<file path="config.mk">
export PLATFORM = sky130hd
export DESIGN_NAME = ps2_cmd_sched
export DESIGN_NICKNAME = d
export VERILOG_FILES = /design/src/rtl/ps2_cmd_sched.sv
export SDC_FILE = /design/constraint.sdc
export NUM_CORES = 1
export LEC_CHECK = 0
export ABC_AREA = 0
export CAP_MARGIN = 20
export CORE_MARGIN = 2
export CORE_UTILIZATION = 52
export DETAILED_ROUTE_END_ITERATION = 12
export GPL_ROUTABILITY_DRIVEN = 1
export PLACE_DENSITY = 0.77
export SETUP_SLACK_MARGIN = 0.02
export SKIP_LAST_GASP = 1
export SLEW_MARGIN = 0
export SYNTH_ARGS = -nofsm -noshare
export SYNTH_HDL_FRONTEND = slang
export SYNTH_SLANG_ARGS = --single-unit
</file>
<file path="constraint.sdc">
create_clock -name clk -period 2.9 [get_ports clk]
set_clock_uncertainty 0.15 [all_clocks]
set_input_delay 0.87 -clock clk [delete_from_list [all_inputs] [get_ports clk]]
set_output_delay 0.87 -clock clk [all_outputs]
set_load 0.1 [all_outputs]
</file>
<file path="src/rtl/ps2_cmd_sched.sv">
// ps2_cmd_sched: host-side command scheduler for the PS/2 keyboard path.
//
// Takes a command byte from the host and sends it to the keyboard transmit
// shifter. A frame is started only while the receive side is quiet. The block
// then waits for the keyboard ACK (0xFA), retransmits on RESEND (0xFE), and
// gives up after ACK_TIMEOUT cycles. Every other received byte goes into a
// show-ahead scancode FIFO for the host.
//
// Handshake rule for cmd_valid/cmd_ready: a command byte moves on a rising
// clock edge where cmd_valid and cmd_ready are both high. cmd_ready does not
// depend on cmd_valid. The host must hold cmd_byte stable while it holds
// cmd_valid.
//
// Optional feature macro: PS2_CMD_ACK_PASSTHRU_EN. When it is defined, an
// ACK or RESEND byte that the command engine consumes is also copied into
// the FIFO.
//
// Ports:
//   clk, reset        system clock, synchronous active-high reset
//   cmd_valid/ready   host command handshake; cmd_byte carries the command
//   cmd_done          one-cycle completion pulse, qualifies cmd_status
//   cmd_status        00 ok, 01 retries exhausted, 10 ACK timeout, 11 tx error
//   rx_strobe/byte    received byte from the receive shifter
//   rx_busy           receive shifter is mid-frame
//   tx_start/byte     start pulse and data for the transmit shifter
//   tx_done/error     line-level result of a transmit frame
//   key_valid/byte    FIFO not empty / FIFO head (show-ahead)
//   key_pop           pop the FIFO head (ignored when empty)
//   fifo_overflow     sticky, set when a byte is dropped because the FIFO is full
module ps2_cmd_sched #(
  parameter int ACK_TIMEOUT    = 640000,
  parameter int ACK_TIMER_BITS = 20,
  parameter int MAX_RETRY      = 3,
  parameter int FIFO_AW        = 3
) (
  input  logic       clk,
  input  logic       reset,
  input  logic       cmd_valid,
  input  logic [7:0] cmd_byte,
  output logic       cmd_ready,
  output logic       cmd_done,
  output logic [1:0] cmd_status,
  input  logic       rx_strobe,
  input  logic [7:0] rx_byte,
  input  logic       rx_busy,
  output logic       tx_start,
  output logic [7:0] tx_byte,
  input  logic       tx_done,
  input  logic       tx_error,
  output logic       key_valid,
  output logic [7:0] key_byte,
  input  logic       key_pop,
  output logic       fifo_overflow
);

  localparam int DEPTH      = 1 << FIFO_AW;
  localparam int RETRY_BITS = (MAX_RETRY < 1) ? 1 : $clog2(MAX_RETRY + 1);
  localparam logic [ACK_TIMER_BITS-1:0] TIMER_LAST = ACK_TIMER_BITS'(ACK_TIMEOUT - 1);
  localparam logic [RETRY_BITS-1:0]     RETRY_MAX  = RETRY_BITS'(MAX_RETRY);
  localparam logic [FIFO_AW:0]          FIFO_FULL  = (FIFO_AW + 1)'(DEPTH);
  localparam logic [7:0] BYTE_ACK    = 8'hFA;
  localparam logic [7:0] BYTE_RESEND = 8'hFE;

  localparam logic [2:0] ST_IDLE     = 3'd0;
  localparam logic [2:0] ST_ARB      = 3'd1;
  localparam logic [2:0] ST_SEND     = 3'd2;
  localparam logic [2:0] ST_WAIT_TX  = 3'd3;
  localparam logic [2:0] ST_WAIT_ACK = 3'd4;
  localparam logic [2:0] ST_DONE     = 3'd5;

  logic [2:0]                state;
  logic [ACK_TIMER_BITS-1:0] ack_timer;
  logic [RETRY_BITS-1:0]     retry_cnt;
  logic [1:0]                status_q;
  logic [7:0]                tx_byte_q;

  logic is_ack, is_resend;
  assign is_ack    = rx_strobe && (rx_byte == BYTE_ACK);
  assign is_resend = rx_strobe && (rx_byte == BYTE_RESEND);

  always_ff @(posedge clk) begin
    if (reset) begin
      state     <= ST_IDLE;
      ack_timer <= '0;
      retry_cnt <= '0;
      status_q  <= 2'b00;
      tx_byte_q <= 8'h00;
    end else begin
      case (state)
        ST_IDLE: begin
          if (cmd_valid) begin
            tx_byte_q <= cmd_byte;
            retry_cnt <= '0;
            state     <= ST_ARB;
          end
        end
        // Start only when the receive side is idle and no byte is arriving
        // in this same cycle.
        ST_ARB: begin
          if (!rx_busy && !rx_strobe) state <= ST_SEND;
        end
        ST_SEND: state <= ST_WAIT_TX;
        ST_WAIT_TX: begin
          if (tx_error) begin
            status_q <= 2'b11;
            state    <= ST_DONE;
          end else if (tx_done) begin
            ack_timer <= '0;
            state     <= ST_WAIT_ACK;
          end
        end
        ST_WAIT_ACK: begin
          ack_timer <= ack_timer + 1'b1;
          // A response byte is checked before the timeout. If one arrives on
          // the last timer cycle, it still counts as the keyboard's answer.
          if (is_ack) begin
            status_q <= 2'b00;
            state    <= ST_DONE;
          end else if (is_resend) begin
            if (retry_cnt < RETRY_MAX) begin
              retry_cnt <= retry_cnt + 1'b1;
              state     <= ST_ARB;
            end else begin
              status_q <= 2'b01;
              state    <= ST_DONE;
            end
          end else if (ack_timer == TIMER_LAST) begin
            status_q <= 2'b10;
            state    <= ST_DONE;
          end
        end
        ST_DONE: state <= ST_IDLE;
        default: state <= ST_IDLE;
      endcase
    end
  end

  // The pulses are gated by reset so that a reset landing in SEND or DONE
  // produces no start pulse and no completion pulse.
  assign cmd_ready  = (state == ST_IDLE);
  assign cmd_done   = (state == ST_DONE) && !reset;
  assign cmd_status = status_q;
  assign tx_start   = (state == ST_SEND) && !reset;
  assign tx_byte    = tx_byte_q;

  // Scancode FIFO
  logic [7:0]         mem [0:DEPTH-1];
  logic [FIFO_AW-1:0] wr_ptr, rd_ptr;
  logic [FIFO_AW:0]   count;
  logic               push_req, push_ok, pop, full;

`ifdef PS2_CMD_ACK_PASSTHRU_EN
  assign push_req = rx_strobe;
`else
  logic consumed;
  assign consumed = (state == ST_WAIT_ACK) && (is_ack || is_resend);
  assign push_req = rx_strobe && !consumed;
`endif

  assign full    = (count == FIFO_FULL);
  assign pop     = key_pop && (count != '0);
  // When the FIFO is full, a pop in the same cycle frees the slot for the push.
  assign push_ok = push_req && (!full || pop);

  always_ff @(posedge clk) begin
    if (reset) begin
      wr_ptr        <= '0;
      rd_ptr        <= '0;
      count         <= '0;
      fifo_overflow <= 1'b0;
    end else begin
      if (push_ok) wr_ptr <= wr_ptr + 1'b1;
      if (pop)     rd_ptr <= rd_ptr + 1'b1;
      case ({push_ok, pop})
        2'b10:   count <= count + 1'b1;
        2'b01:   count <= count - 1'b1;
        default: count <= count;
      endcase
      if (push_req && full && !pop) fifo_overflow <= 1'b1;
    end
  end

  always_ff @(posedge clk) begin
    if (push_ok) mem[wr_ptr] <= rx_byte;
  end

  assign key_valid = (count != '0);
  assign key_byte  = key_valid ? mem[rd_ptr] : 8'h00;

endmodule
</file>
After elaboration in Yosys (flattened, before gate mapping). Memory sizes are Yosys's and may differ from the RTL's. A register that Yosys moved wholly into a read port is not among the register bits. Cells that the tools add are included.

Add/subtract/negate cells: 6. Magnitude comparators: 1. Eq/ne operators: 22. Multiplexer cells: 29. Reduce and logical (&&, ||, !) cells: 29.

Operators by type and width (count): 20-bit two-way mux (2); 20-bit one-hot mux with 2 select lines (1); 3-bit two-way mux (10); 20-bit by 1-bit adder with 20-bit output, second input constant (1); 20-bit equality test, second input constant (1); 2-bit two-way mux (9); 8-bit equality test, second input constant (2); 2-bit inequality test, second input constant (8); 3-bit one-hot mux with 5 select lines (1); 1-bit logical AND (11); 8-bit two-way mux (1); 4-bit inequality test, second input constant (2); 2-bit one-hot mux with 2 select lines (2); 4-bit one-hot mux with 2 select lines (1); 4-bit AND reduction (2); 3-bit by 1-bit adder with 3-bit output, second input constant (2); 3-bit by 2-bit equality test with 1-bit output, second input constant (2); 3-bit equality test, second input constant (2); 1-bit logical NOT (6); 2-bit nonzero test (3); 5-bit AND reduction (1); 4-bit by 1-bit adder with 4-bit output, second input constant (1); 4-bit equality test, second input constant (1); 4-bit nonzero test (1); 12 further kinds (14).

Bits in registers: 46. Memory bits (writable): 64. Input bits: 24. Output and inout bits: 23. Logic and storage cells: 97. Memories: 1.

Memories: mem (words 8, bits a word 8, rd ports 1, clocked after Yosys merged registers in 1, write ports 1, line 147) `logic [7:0] mem [0:DEPTH-1];`.

Logic depth before layout (Yosys ltp).
Depth after elaboration: 9. Mapped depth: 11.

Worst setup path before layout. No wires, ideal clock.

Path type: input port to output port. From: input port reset. To: output port tx_start. Arrival: 4066 ps. Required time: 1880 ps. Slack: -2186 ps. Stages: 3. Buffers on the path: 2. Path through: clkbuf_1 -> clkbuf_1 -> nor4_1.

Word-level cells in the longest chain between the ends: 2.

RTL lines: start, declared (line 37) `input logic reset,`; 1-bit logical NOT (line 143) `assign tx_start = (state == ST_SEND) && !reset;`; 1-bit logical AND (line 143); end, declared (line 46) `output logic tx_start,`.

No other way between the ends.

==> impl_metrics.csv <==
group,metric,value,unit
status,status,"finished, violations left",
status,violations,"setup timing",
die,die_w,103,µm
yosys,synth-edff-count,64,
finish,drive_above_1_share,0.276,
yosys,netlist_area,5090,µm²
placement,dp.cells,614,
sta,slew_headroom,0.350,
die,initial_core_util,0.528,
sta,slew_viol_final,0,
sta,finalCritPeriodShare,1.05,
die,num_rows,36,
grt,grtUsageTotal,0.244,
yosys,synth_ff_type,"edfxtp_1",
clock_network,clk_latency,510,ps
yosys,yosys_warnings,0,
hold_path,min_from,"tx_byte[4]$_SDFFE_PP0P_",
drt,first_pass_iters,5,
sta,hold_viol_final,0,
power_and_ir_drop,p_total,5810,µW
drt,wl_per_cell,18.7,µm
setup_path,ff2ff_path_depth,9,
placement,hpwl,7760,µm
drt,drc,0,
setup_path,r2r_slack,330,ps
job,cap_violations,0,
setup_path,cp_common_cell,"buf_12",
yosys,syn_inst,427,
grt,grt_overflow,0,
sta,fin_crit,3050,ps
setup_path,worstPathMaxFanout,8,
setup_path,critPathArrivalTime,2030,ps
finish,fillCellCount,681,
die,io_pins,47,
drt,postRouteAntennaNets,0,
yosys,yosysUniqueCellTypes,59,
setup_path,path_buf_inv,2,
clock_network,numCtsBuffers,17,
hold_path,hold_depth,2,
drt,drt_first_iter_violations,156,
sta,setup_ws,-145,ps
setup_path,max_stage_delay,550,ps
placement,io_buffers,46,
placement,pre_cts_ws,-609,ps
setup_path,path_cells,"buf_12 -> mux4_2 -> mux2i_4 -> nor2_4 -> buf_12",
sta,worstMarginPinSlew,967,ps
hold_path,holdCritPathClass,"reg2reg",
clock_network,cts_num_sinks,113,
hold_path,min_to,"tx_byte[4]$_SDFFE_PP0P_",
drt,finalWirelength,12100,µm
setup_path,worstSetupStartpointType,"flop",
finish,final_area,6830,µm²
grt,grt_pass1_wl,19100,µm
setup_path,end_kind,"primary output",
clock_network,htree_levels,4,
yosys,syn_area_per_cell,11.9,µm²
yosys,synth-seq-cells,113,
die,core_area,9640,µm²
drt,via_per_inst,5.85,
finish,instances_no_fill,648,
setup_path,worst_ep_required_time,1880,ps
sta,rsz0062_at_grt,"true",
grt,grt_pass1_vias,3823,
setup_path,critPathSlowestCell,"mux4_2",
clock_network,cts_tree,"done",
sta,fmaxAchievable,328,MHz
grt,antenna_found_initial,0,
setup_path,critPathTopFamily,"multiplexers",
yosys,synth_fp_nets,456,
sta,setup_tns,-999,ps
drt,via_count,3789,
finish,final_nets,531,
yosys,yosysSeqAreaShare,0.570,
setup_path,r2r-end,"count[2]$_SDFFE_PP0P_",
finish,area_growth,34.1,%
power_and_ir_drop,ir_drop,0.000508,V
setup_path,cp.depth,5,
clock_network,ctsRootBufferMaster,"clkbuf_8",
placement,place.gp.congestion,0.856,
die,die-area,10600,µm²
die,die_h,103,µm
setup_path,r2r_start,"state[0]$_SDFFE_PP0P_",
yosys,synthArstFlopShare,0,
finish,diodes,0,
setup_path,crit_type,"reg2out",
grt,grt_max_degree,38,
clock_network,path_clk_slew,50,ps
sta,finalSetupViolCount,8,
placement,placed_cell_area,6130,µm²
power_and_ir_drop,p_leak,0.00235,µW
power_and_ir_drop,pwr_density_cell,852,nW/µm²
clock_network,cts_buffer_depth,2,
==> how the worst max path moves through the flow <==
stage	slack [ps]	to	start
2_1_floorplan	-260	tx_start	reset
3_3_place_gp	-460	count[2]$_SDFFE_PP0P_	rx_byte[5]
3_5_place_dp	-610	count[2]$_SDFFE_PP0P_	rx_byte[5]
4_1_cts	-170	key_byte[3]	flop
5_1_grt	-210	key_byte[2]	flop
6_report	-150	key_byte[3]	flop
==> per-layer routing <==
layer,GRT usage,up-vias,share of wire
met1,0.298,1888,0.42
li1,-,1802,-
met5,0,-,0
met3,0.0590,16,0.044
met2,0.415,83,0.52
met4,0.0992,0,0.018
==> worst register-to-register path: stages (launching register included) <==
cell and delay [ps]:
dfxtp_1 300, or3b_1 520, o31a_1 370, nor2_4 110, xor2_1 170, ha_2 220, inv_2 40, a211oi_2 140
mux2i_1 110, mux2_1 320
==> state kept, by name, summed over array words and instances (netlist names), named ones only <==
name	flops
mem	64
ack_timer	20
tx_byte	8
count	4
rd_ptr	3
state	3
wr_ptr	3
cmd_status	2
retry_cnt	2
fifo_overflow	1
==> kinds of logic (layout without fill, tap and decap cells) <==
family	Yosys count	count (layout)	share of synthesized area
flip-flops	113	113	0.570
multiplexers	34	34	0.107
buffers and inverters	36	124	0.0295
adder cells (fa/ha/maj)	5	5	0.0123
AO/OA/AOI/OAI	71	71	0.0936
XOR/XNOR	4	4	0.00688
AND/OR/NAND/NOR	164	164	0.181
==> cell type report <==
cell class | count | area, µm² | area share
Clock buffer | 22 | 433 | 0.0634
Sequential cell | 113 | 2910 | 0.426
Multi-Input combinational cell | 278 | 2270 | 0.332
Tap cell | 133 | 166 | 0.0244
Inverter | 10 | 37.5 | 0.00550
Clock inverter | 10 | 113 | 0.0165
Timing Repair Buffer | 82 | 901 | 0.132
==> report_power, final <==
group	switching (µW)	total, µW	leakage, µW	internal, µW
clock network	690	1900	0.000264	1210
logic	1260	2030	0.00111	767
registers	103	1880	0.000980	1780
total	2050	5810	0.00235	3760
==> Yosys cell counts (3+ instances only) <==
library cell / count / area, µm²
or3_1: 3 / 18.8
nand2_1: 36 / 135
nand3_1: 13 / 65.1
nand2b_1: 10 / 62.6
inv_1: 10 / 37.5
nor2b_1: 4 / 25.0
nand4_1: 9 / 56.3
or4_1: 12 / 90.1
nand4b_1: 5 / 43.8
o31ai_1: 10 / 75.1
nor4b_1: 3 / 26.3
dfxtp_1: 49 / 981
mux4_2: 16 / 360
buf_2: 9 / 45.0
ha_1: 5 / 62.6
nor2_1: 30 / 113
o21ai_0: 9 / 45.0
clkbuf_1: 14 / 52.6
edfxtp_1: 64 / 1920
a21oi_1: 33 / 165
nor4_1: 10 / 62.6
and4_1: 3 / 26.3
nor3_1: 8 / 40.0
mux2i_1: 15 / 150
==> metrics by stage <==
step	utilization	hold slack (ps)
after floorplan	-	293
after global routing	0.708	326
final	0.708	310
after global placement	0.636	295
after CTS	0.704	315
after detailed placement	0.636	306
==> placed cells by master (no fill, tap or decap), types with 7 or more instances in the layout <==
| master | netlist | routed |
|---|---|---|
| buf_4 | 1 | 40 |
| mux2i_1 | 15 | 7 |
| buf_12 | 0 | 16 |
| nor2_4 | 0 | 9 |
| edfxtp_1 | 64 | 64 |
| inv_1 | 10 | 9 |
| nor2_1 | 30 | 18 |
| clkbuf_16 | 0 | 16 |
| nand2b_1 | 10 | 10 |
| o21ai_0 | 9 | 9 |
| or4_1 | 12 | 12 |
| mux4_2 | 16 | 16 |
| nand2_1 | 36 | 36 |
| nor4_1 | 10 | 8 |
| dfxtp_1 | 49 | 47 |
| nand4_1 | 9 | 9 |
| a21oi_1 | 33 | 33 |
| mux2i_4 | 0 | 7 |
| nand3_1 | 13 | 13 |
| clkdlybuf4s50_1 | 0 | 17 |
| o31ai_1 | 10 | 10 |
==> repair_timing <==
item | in CTS | in global routing
hold buffers | 0 | 0
cloned | 1 | 0
pin swaps | 3 | 6
endpoints found under the setup margin | 34 | 34
setup buffers | 0 | 1
gates resized for setup | 21 | 9
(Power assumes the default switching activity.)
